`config.mk`:
```
export PLATFORM = sky130hd
export DESIGN_NAME = p2m_btest_indication_flat
export DESIGN_NICKNAME = d
export VERILOG_FILES = /design/src/rtl/btest_pkg.sv /design/src/rtl/p2m_btest_indication_if.sv /design/src/rtl/skid_fifo2.sv /design/src/rtl/p2m_btest_indication.sv /design/src/flat_wrapper.sv
export SDC_FILE = /design/constraint.sdc
export NUM_CORES = 1
export LEC_CHECK = 0
export CORE_UTILIZATION = 44
export CTS_CLUSTER_DIAMETER = 50
export DETAILED_ROUTE_END_ITERATION = 10
export GPL_TIMING_DRIVEN = 0
export PLACE_DENSITY = 0.84
export SYNTH_ARGS = -nofsm -noshare
export SYNTH_HDL_FRONTEND = slang
export SYNTH_SLANG_ARGS = --single-unit
```
`constraint.sdc`:
```
create_clock -name CLK -period 12.7 [get_ports CLK]
set_clock_uncertainty 0.1 [all_clocks]
set_input_delay 2.54 -clock CLK [delete_from_list [all_inputs] [get_ports CLK]]
set_output_delay 2.54 -clock CLK [all_outputs]
set_load 0.01 [all_outputs]
```
`src/rtl/btest_pkg.sv`:
```
// Shared definitions for the BtestIndication pipe messages, used by both the
// method-to-pipe marshaller and the pipe-to-method demarshaller.
package btest_pkg;

  localparam int BTEST_HEARD_ID  = 5;
  localparam int RSV_W           = 16;
  localparam int ID_W            = 16;
  localparam int PAD_W           = 64;
  localparam int WLEN_W          = 16;
  localparam int HEARD_PAYLOAD_W = 64;

  // Field order is MSB first; the payload sits directly above pad and wlen.
  typedef struct packed {
    logic [RSV_W-1:0]           rsv;
    logic [ID_W-1:0]            id;
    logic [HEARD_PAYLOAD_W-1:0] payload;
    logic [PAD_W-1:0]           pad;
    logic [WLEN_W-1:0]          wlen;
  } btest_heard_msg_t;

endpackage

```
`src/rtl/p2m_btest_indication_if.sv`:
```
// Pipe-in and heard-out handshake bundle for the BtestIndication demarshaller.
interface p2m_btest_indication_if #(
  parameter int PAYLOAD_W = 64,
  parameter int ERR_W     = 8
);
  localparam int MSG_W = 112 + PAYLOAD_W;

  logic             pipe_enq_ena;
  logic [MSG_W-1:0] pipe_enq_v;
  logic             pipe_enq_rdy;
  logic             heard_ena;
  logic [PAYLOAD_W-1:0] heard_v;
  logic             heard_rdy;
  logic [ERR_W-1:0] err_count;
  logic             err_sticky;

  modport master (
    output pipe_enq_ena, pipe_enq_v, heard_rdy,
    input  pipe_enq_rdy, heard_ena, heard_v, err_count, err_sticky
  );

  modport slave (
    input  pipe_enq_ena, pipe_enq_v, heard_rdy,
    output pipe_enq_rdy, heard_ena, heard_v, err_count, err_sticky
  );
endinterface

```
`src/rtl/skid_fifo2.sv`:
```
// Two-entry FIFO with toggling pointers; the read data reads as zero when empty.
module skid_fifo2 #(
  parameter int WIDTH = 64
) (
  input  logic             clk,
  input  logic             rst,
  input  logic             enq,
  input  logic [WIDTH-1:0] enq_data,
  input  logic             deq,
  output logic [WIDTH-1:0] deq_data,
  output logic [1:0]       count
);

  logic [WIDTH-1:0] mem_q [2];
  logic [WIDTH-1:0] mem_d [2];
  logic             wr_ptr_q, wr_ptr_d;
  logic             rd_ptr_q, rd_ptr_d;
  logic [1:0]       count_q, count_d;

  always_comb begin
    // NOTE: every always_comb output gets a default first so no path leaves it unassigned and infers a latch.
    mem_d    = mem_q;
    wr_ptr_d = wr_ptr_q;
    rd_ptr_d = rd_ptr_q;
    count_d  = count_q;
    if (enq) begin
      mem_d[wr_ptr_q] = enq_data;
      wr_ptr_d        = ~wr_ptr_q;
    end
    if (deq) rd_ptr_d = ~rd_ptr_q;
    case ({enq, deq})
      2'b10:   count_d = count_q + 2'd1;
      2'b01:   count_d = count_q - 2'd1;
      default: count_d = count_q;
    endcase
  end

  // NOTE: sequential state uses non-blocking assignments so every flop samples pre-edge values.
  always_ff @(posedge clk) begin
    if (rst) begin
      wr_ptr_q <= 1'b0;
      rd_ptr_q <= 1'b0;
      count_q  <= 2'd0;
    end else begin
      wr_ptr_q <= wr_ptr_d;
      rd_ptr_q <= rd_ptr_d;
      count_q  <= count_d;
    end
  end

  // NOTE: storage is left unreset; count gates every read, so stale contents are never observed.
  always_ff @(posedge clk) begin
    mem_q <= mem_d;
  end

  assign deq_data = (count_q != 2'd0) ? mem_q[rd_ptr_q] : '0;
  assign count    = count_q;

endmodule

```
`src/rtl/p2m_btest_indication.sv`:
```
// BtestIndication demarshaller: checks pipe message headers, buffers valid
// payloads two deep and replays them as heard invocations; bad messages are counted.
module p2m_btest_indication
  import btest_pkg::*;
#(
  parameter int PAYLOAD_W = 64,
  parameter int METHOD_ID = BTEST_HEARD_ID,
  parameter int ERR_W     = 8
) (
  input  logic                   CLK,
  input  logic                   RST,
  p2m_btest_indication_if.slave  bus
);

  localparam int MSG_W = 112 + PAYLOAD_W;

  logic [RSV_W-1:0]     rsv;
  logic [ID_W-1:0]      id;
  logic [WLEN_W-1:0]    wlen;
  logic [PAYLOAD_W-1:0] payload;
  logic                 hdr_ok;
  logic                 accept;
  logic                 deq;
  logic [1:0]           fifo_count;
  logic [ERR_W-1:0]     err_count_q, err_count_d;
  logic                 err_sticky_q, err_sticky_d;

  assign rsv     = bus.pipe_enq_v[MSG_W-1 -: RSV_W];
  assign id      = bus.pipe_enq_v[MSG_W-17 -: ID_W];
  assign payload = bus.pipe_enq_v[80 +: PAYLOAD_W];
  assign wlen    = bus.pipe_enq_v[WLEN_W-1:0];

  assign hdr_ok = (rsv == '0) && (id == ID_W'(METHOD_ID)) && (wlen == WLEN_W'(PAYLOAD_W));

  // Ready depends on buffer occupancy only, never on heard_rdy.
  assign bus.pipe_enq_rdy = (fifo_count != 2'd2);
  assign accept           = bus.pipe_enq_ena && bus.pipe_enq_rdy;
  assign deq              = (fifo_count != 2'd0) && bus.heard_rdy;
  assign bus.heard_ena    = deq;

  skid_fifo2 #(.WIDTH(PAYLOAD_W)) u_fifo (
    .clk      (CLK),
    .rst      (RST),
    .enq      (accept && hdr_ok),
    .enq_data (payload),
    .deq      (deq),
    .deq_data (bus.heard_v),
    .count    (fifo_count)
  );

  always_comb begin
    err_count_d  = err_count_q;
    err_sticky_d = err_sticky_q;
    if (accept && !hdr_ok) begin
      if (err_count_q != '1) err_count_d = err_count_q + 1'b1;
      err_sticky_d = 1'b1;
    end
  end

  always_ff @(posedge CLK) begin
    if (RST) begin
      err_count_q  <= '0;
      err_sticky_q <= 1'b0;
    end else begin
      err_count_q  <= err_count_d;
      err_sticky_q <= err_sticky_d;
    end
  end

  assign bus.err_count  = err_count_q;
  assign bus.err_sticky = err_sticky_q;

  // The sender must never present a message while the buffer is full.
  enq_when_full_a: assert property (@(posedge CLK) disable iff (RST)
    !(bus.pipe_enq_ena && !bus.pipe_enq_rdy));

endmodule

```
`src/flat_wrapper.sv`:
```
// flat-port wrapper written by rule: the top's interface ports become plain ports
module p2m_btest_indication_flat import btest_pkg::*;
#(
  parameter int PAYLOAD_W = 64,
  parameter int METHOD_ID = BTEST_HEARD_ID,
  parameter int ERR_W     = 8
)
  (CLK, RST, bus_pipe_enq_ena, bus_pipe_enq_v, bus_heard_rdy, bus_pipe_enq_rdy, bus_heard_ena, bus_heard_v, bus_err_count, bus_err_sticky);
  p2m_btest_indication_if #(.PAYLOAD_W(PAYLOAD_W), .ERR_W(ERR_W)) bus_i ();
  input  logic CLK;
  input  logic RST;
  input wire logic [$bits(bus_i.pipe_enq_ena)-1:0] bus_pipe_enq_ena;
  input wire logic [$bits(bus_i.pipe_enq_v)-1:0] bus_pipe_enq_v;
  input wire logic [$bits(bus_i.heard_rdy)-1:0] bus_heard_rdy;
  output wire logic [$bits(bus_i.pipe_enq_rdy)-1:0] bus_pipe_enq_rdy;
  output wire logic [$bits(bus_i.heard_ena)-1:0] bus_heard_ena;
  output wire logic [$bits(bus_i.heard_v)-1:0] bus_heard_v;
  output wire logic [$bits(bus_i.err_count)-1:0] bus_err_count;
  output wire logic [$bits(bus_i.err_sticky)-1:0] bus_err_sticky;
  assign bus_i.pipe_enq_ena = bus_pipe_enq_ena;
  assign bus_i.pipe_enq_v = bus_pipe_enq_v;
  assign bus_i.heard_rdy = bus_heard_rdy;
  assign bus_pipe_enq_rdy = bus_i.pipe_enq_rdy;
  assign bus_heard_ena = bus_i.heard_ena;
  assign bus_heard_v = bus_i.heard_v;
  assign bus_err_count = bus_i.err_count;
  assign bus_err_sticky = bus_i.err_sticky;
  p2m_btest_indication #(.PAYLOAD_W(PAYLOAD_W), .METHOD_ID(METHOD_ID), .ERR_W(ERR_W)) u_core (.CLK(CLK), .RST(RST), .bus(bus_i));
endmodule
```
# Yosys cells after proc, flatten, opt, wreduce, memory -nomap -nowiden
# Index checks and enable logic that the tools add are counted.
# W data, S select, Z words.
word_totals:
  regBits: 141
  in_bits: 180
  out_inout_bits: 75
  elab_cells: 43
op_classes:
  add_sub_neg: 3
  n_lt_le_gt_ge: 3
  n_eq_ne: 6
  muxes: 8
  bitwise: 4
  reduce_logical: 12
op_table:
  columns: ["op", "count"]
  rows:
  - ["$mux W64", 5]
  - ["$bwmux W128", 1]
  - ["$demux W64 S1", 1]
  - ["$eq A16 B3 Y1 const B", 1]
  - ["$eq A16 B7 Y1 const B", 1]
  - ["$logic_not A16 Y1", 1]
  - ["$add A8 B1 Y8 const B", 1]
  - ["$ne A8 B8 Y1 const B", 1]
  - ["$logic_and A1 B1 Y1", 7]
  - ["$ge A2 B2 Y1 const B", 2]
  - ["$not A1 Y2", 2]
  - ["$pmux W2 S2", 1]
  - ["$reduce_bool A2 Y1", 2]
  - ["$add A2 B1 Y2 const B", 1]
  - ["$eq A2 B1 Y1 const B", 1]
  - ["$eq A2 B2 Y1 const B", 1]
  - ["$lt A2 B1 Y1 const B", 1]
  - ["$ne A2 B2 Y1 const B", 1]
  - ["$not A1 Y1", 2]
  - ["$reduce_and A2 Y1", 1]
  - ["$sub A2 B1 Y2 const B", 1]
  - ["$logic_not A1 Y1", 1]

# Logic depth before layout (Yosys ltp)
depth:
  depth_word: 6
  ltp_mapped: 8
  mapped_depth_nobuf: 8

# Modules after synthesis
# From an unflattened synthesis, not the netlist that was laid out.
unflattened:
  cells_unflattened: 359
  area_unflattened_um2: 5590.4
modules_own_cells:
  columns: ["mod", "n_inst", "cells_each", "area_per_inst_um2", "seq_area_each_um2"]
  rows:
  - ["skid_fifo2", 1, 288, 4979.8, 3923.8]
  - ["p2m_btest_indication", 1, 71, 610.6, 180.2]

# Worst setup path before layout
# Ideal clock, no wire load.
synth_path:
  path_type: "input to register"
  start: "in bus_pipe_enq_v[161]"
  end: "reg u_core.u_fifo.mem_q[100] in the netlist's numbering (enable)"
  setup_time_ps: 486
  arrival_ps: 6099
  required_time_ps: 12114
  path_slack_ps: 6015
  cell_stages: 5
  path_buffers: 0
  cell_sequence: "nor4_1 -> nand4_1 -> nor4_2 -> inv_1 -> nor2_1"
synth_between:
  elab_chain_cells: 4
synth_rtl:
  columns: ["element", "line", "text"]
  rows:
  - ["from (decl)", "flat_wrapper.sv:13", "input wire logic [$bits(bus_i.pipe_enq_v)-1:0] bus_pipe_enq_v;"]
  - ["$logic_not A16 Y1", "p2m_btest_indication.sv:33", "assign hdr_ok = (rsv == '0) && (id == ID_W'(METHOD_ID)) && (wlen == WLEN_W'(PAYLOAD_W));"]
  - ["$logic_and A1 B1 Y1 (2 in a row)", "p2m_btest_indication.sv:33", null]
  - ["$logic_and A1 B1 Y1", "p2m_btest_indication.sv:44", ".enq (accept && hdr_ok),"]
  - ["to (signal assigned)", "skid_fifo2.sv:53", "mem_q <= mem_d;"]
  - ["to (decl)", "skid_fifo2.sv:14", "logic [WIDTH-1:0] mem_q [2];"]
# Every way passes these cells.
# A chain may end at the register's enable or synchronous reset.

# Final worst setup path
layout_path:
  start: "in bus_heard_rdy"
  end: "out bus_heard_ena"
layout_between:
  elab_chain_cells: 1
layout_rtl:
  columns: ["element", "line", "text"]
  rows:
  - ["from (decl)", "flat_wrapper.sv:14", "input wire logic [$bits(bus_i.heard_rdy)-1:0] bus_heard_rdy;"]
  - ["$logic_and A1 B1 Y1", "p2m_btest_indication.sv:38", "assign deq = (fifo_count != 2'd0) && bus.heard_rdy;"]
  - ["to (decl)", "flat_wrapper.sv:16", "output wire logic [$bits(bus_i.heard_ena)-1:0] bus_heard_ena;"]
# Every way passes these cells.

==> out/results.tsv <==
metric	value	unit
holdBufCountCts	0	
fp.dieW	115	um
muxShareOfSynthArea	12.2	%
fin_crit_sh	51.3	%
critPathKind	in2out	
netlist_area	0.00560	mm^2
synth_flop_cell	edfxtp_1	
cts.htree.levels	4	
max_freq	154	MHz
clk_latency	0.42	ns
vdd_drop_max	0.000105	V
cts_buffers	17	
vias	3750	
dpl.hpwl	8770	um
dieArea	0.0132	mm^2
crit_path_start_kind	input pin	
nNetsFinal	754	
ys_seq_area_share	73.3	%
worstPathArrival	3.87	ns
postSynthAreaPerCell	15.5	um^2
drv_slew	0	
fin_crit	6.51	ns
hp-class	reg2reg	
worst_slew_pin_slew	0.896	ns
async_flop_share	0	%
ctsResizeCount	0	
place_area	0.00776	mm^2
core_area	0.0122	mm^2
io_pins	255	
grt_use_total	20.3	%
worstPathRequired	10.06	ns
syn_to_final_growth	49.2	%
cts_root_buf	clkbuf_16	
remaining_drc_errors	0	
gp_congestion	0.804	
portBuffers	190	
cellLeakagePower	0.00264	uW
initial_core_util	45.8	%
synth_xor_area_share	0.626	%
drtAntennaViolNets	0	
setup_viol_count_final	0	
synth_seq_cells	141	
synth_top_family_by_area	multiplexers	
whs	0.376	ns
relSlewSlack	40.3	%
power_density	125	mW/mm^2
status	finished clean	
cts_tree	yes	
path_clk_slew	0.06	ns
overflow	0	
rsz0062_at_grt	no	
fillers	867	
cts_setup_buffers	0	
synth_compound_area_share	1.77	%
num_antenna_cells	0	
ys_types	37	
first_global_vias	4057	
firstDrtPassIters	4	
synth_cells	361	
endpoint_kind	output pin	
rows	40	
synth-simple-area-share	10.0	%
via_per_inst	4.98	
p_total	1040	uW
ys_warn_count	0	
hold_viol	0	
yosys.area_share.adder	0.447	%
path_max_fanout	3	
syn_nets	543	
cts_buffer_depth	2	
grt_max_degree	65	
wl	12800	um
setup-tns-final	0	ns
drive_gt1_share	8.38	%
maxCapViolations	0	
grt_antenna_before_repair	0	
clock-sinks	141	
final_area	0.00835	mm^2
wl_per_cell	17.0	um
grt_pass1_wl	19800	um
synth_edf_count	128	
die_h	115	um
drtIter0Drc	272	
-- per-layer routing --
layer	wire, um	global-route usage, %	vias up
met5	0	0	-
met4	194	10.3	0
met3	1020	7.64	21
met2	6770	35.5	155
met1	4800	21.6	1793
li1	-	-	1781
-- power by group --
group	internal (uW)	switching, uW	total, uW
Combinational	35.0	12.5	47.6
Sequential	506	1.09	507
Clock	306	182	489
-- stage by stage --
step	util, %	setup WS (ns)	instances
after floorplan	-	6.02	361
after global placement	63.1	4.06	719
after detailed placement	63.6	6.18	721
after CTS	68.4	6.18	753
after global routing	68.4	6.12	753
final	68.4	6.19	753
-- cells in the final DEF, fill, tap and decap left out, drive strengths merged, types with 4 or more instances in the layout --
cell type / Yosys / layout
a21oi: 4 / 4
edfxtp: 128 / 128
clkinv: 0 / 5
or4: 4 / 4
clkinvlp: 0 / 4
clkdlybuf4s50: 0 / 190
mux2i: 65 / 65
nand4: 4 / 4
buf: 14 / 16
nand3: 4 / 4
nor4: 11 / 11
clkbuf: 2 / 22
dfxtp: 13 / 13
nand2: 5 / 5
nor2: 73 / 73
inv: 4 / 4
-- path summary, 6_finish.rpt --
check	startpoint	endpoint	cells past startpoint	slack [ns]
setup / recovery	bus_heard_rdy	bus_heard_ena	3	6.19
hold / removal	u_core.bus.err_sticky	u_core.bus.err_sticky	1	0.38
setup reg to reg	u_core.u_fifo.count[0]	u_core.u_fifo.mem_q[115]	6	10.12
hold reg to reg	u_core.bus.err_sticky	u_core.bus.err_sticky	1	0.38
-- synth_stat cells, types with 2 or more instances --
| master | number | area (um^2) |
|---|---|---|
| a21oi_1 | 4 | 20.0 |
| buf_1 | 7 | 26.3 |
| buf_2 | 6 | 30.0 |
| clkbuf_1 | 2 | 7.51 |
| dfxtp_1 | 13 | 260 |
| edfxtp_1 | 128 | 3840 |
| ha_1 | 2 | 25.0 |
| inv_1 | 4 | 15.0 |
| mux2_4 | 2 | 30.0 |
| mux2i_1 | 65 | 651 |
| nand2_1 | 4 | 15.0 |
| nand3_1 | 4 | 20.0 |
| nand4_1 | 4 | 25.0 |
| nor2_1 | 72 | 270 |
| nor2b_1 | 3 | 18.8 |
| nor3_2 | 2 | 20.0 |
| nor4_1 | 10 | 62.6 |
| nor4b_2 | 2 | 30.0 |
| o31ai_1 | 3 | 22.5 |
| or3_1 | 2 | 12.5 |
| or4_1 | 4 | 30.0 |
| xnor2_1 | 3 | 26.3 |
-- cell families (layout without fill, tap and decap cells) --
| logic type | Yosys count | in the layout |
|---|---|---|
| DFF | 141 | 141 |
| and+or+nand+nor | 115 | 115 |
| muxes | 67 | 67 |
| buffers and inverters | 20 | 244 |
| AOI/OAI and AO/OA | 12 | 12 |
| xor gates and xnor gates | 4 | 4 |
| adders and majority gates | 2 | 2 |
-- registers in the layout, indices dropped and copies added, names as in the netlist --
register                flops
u_core.bus.err_count        8
u_core.bus.err_sticky       1
u_core.u_fifo.count         2
u_core.u_fifo.mem_q       128
u_core.u_fifo.rd_ptr_q      1
u_core.u_fifo.wr_ptr_q      1
-- final cells by class --
cell class                 count  area [um^2]  share of cell area [%]
clock buffer                  20          437                    5.23
timing repair buffer         192         1950                    23.4
inverter                       4         15.0                   0.180
buffer                        16         75.1                   0.899
multi-input combinational    200         1410                    16.9
sequential                   141         4100                    49.2
tap                          168          210                    2.52
clock inverter                12          146                    1.75
-- worst max-delay path, cell delays in order --
cell	delay [ns]
clkdlybuf4s50_1	0.45
nor2b_1	0.26
clkdlybuf4s50_1	0.62
Power figures use the tool's default switching activity.
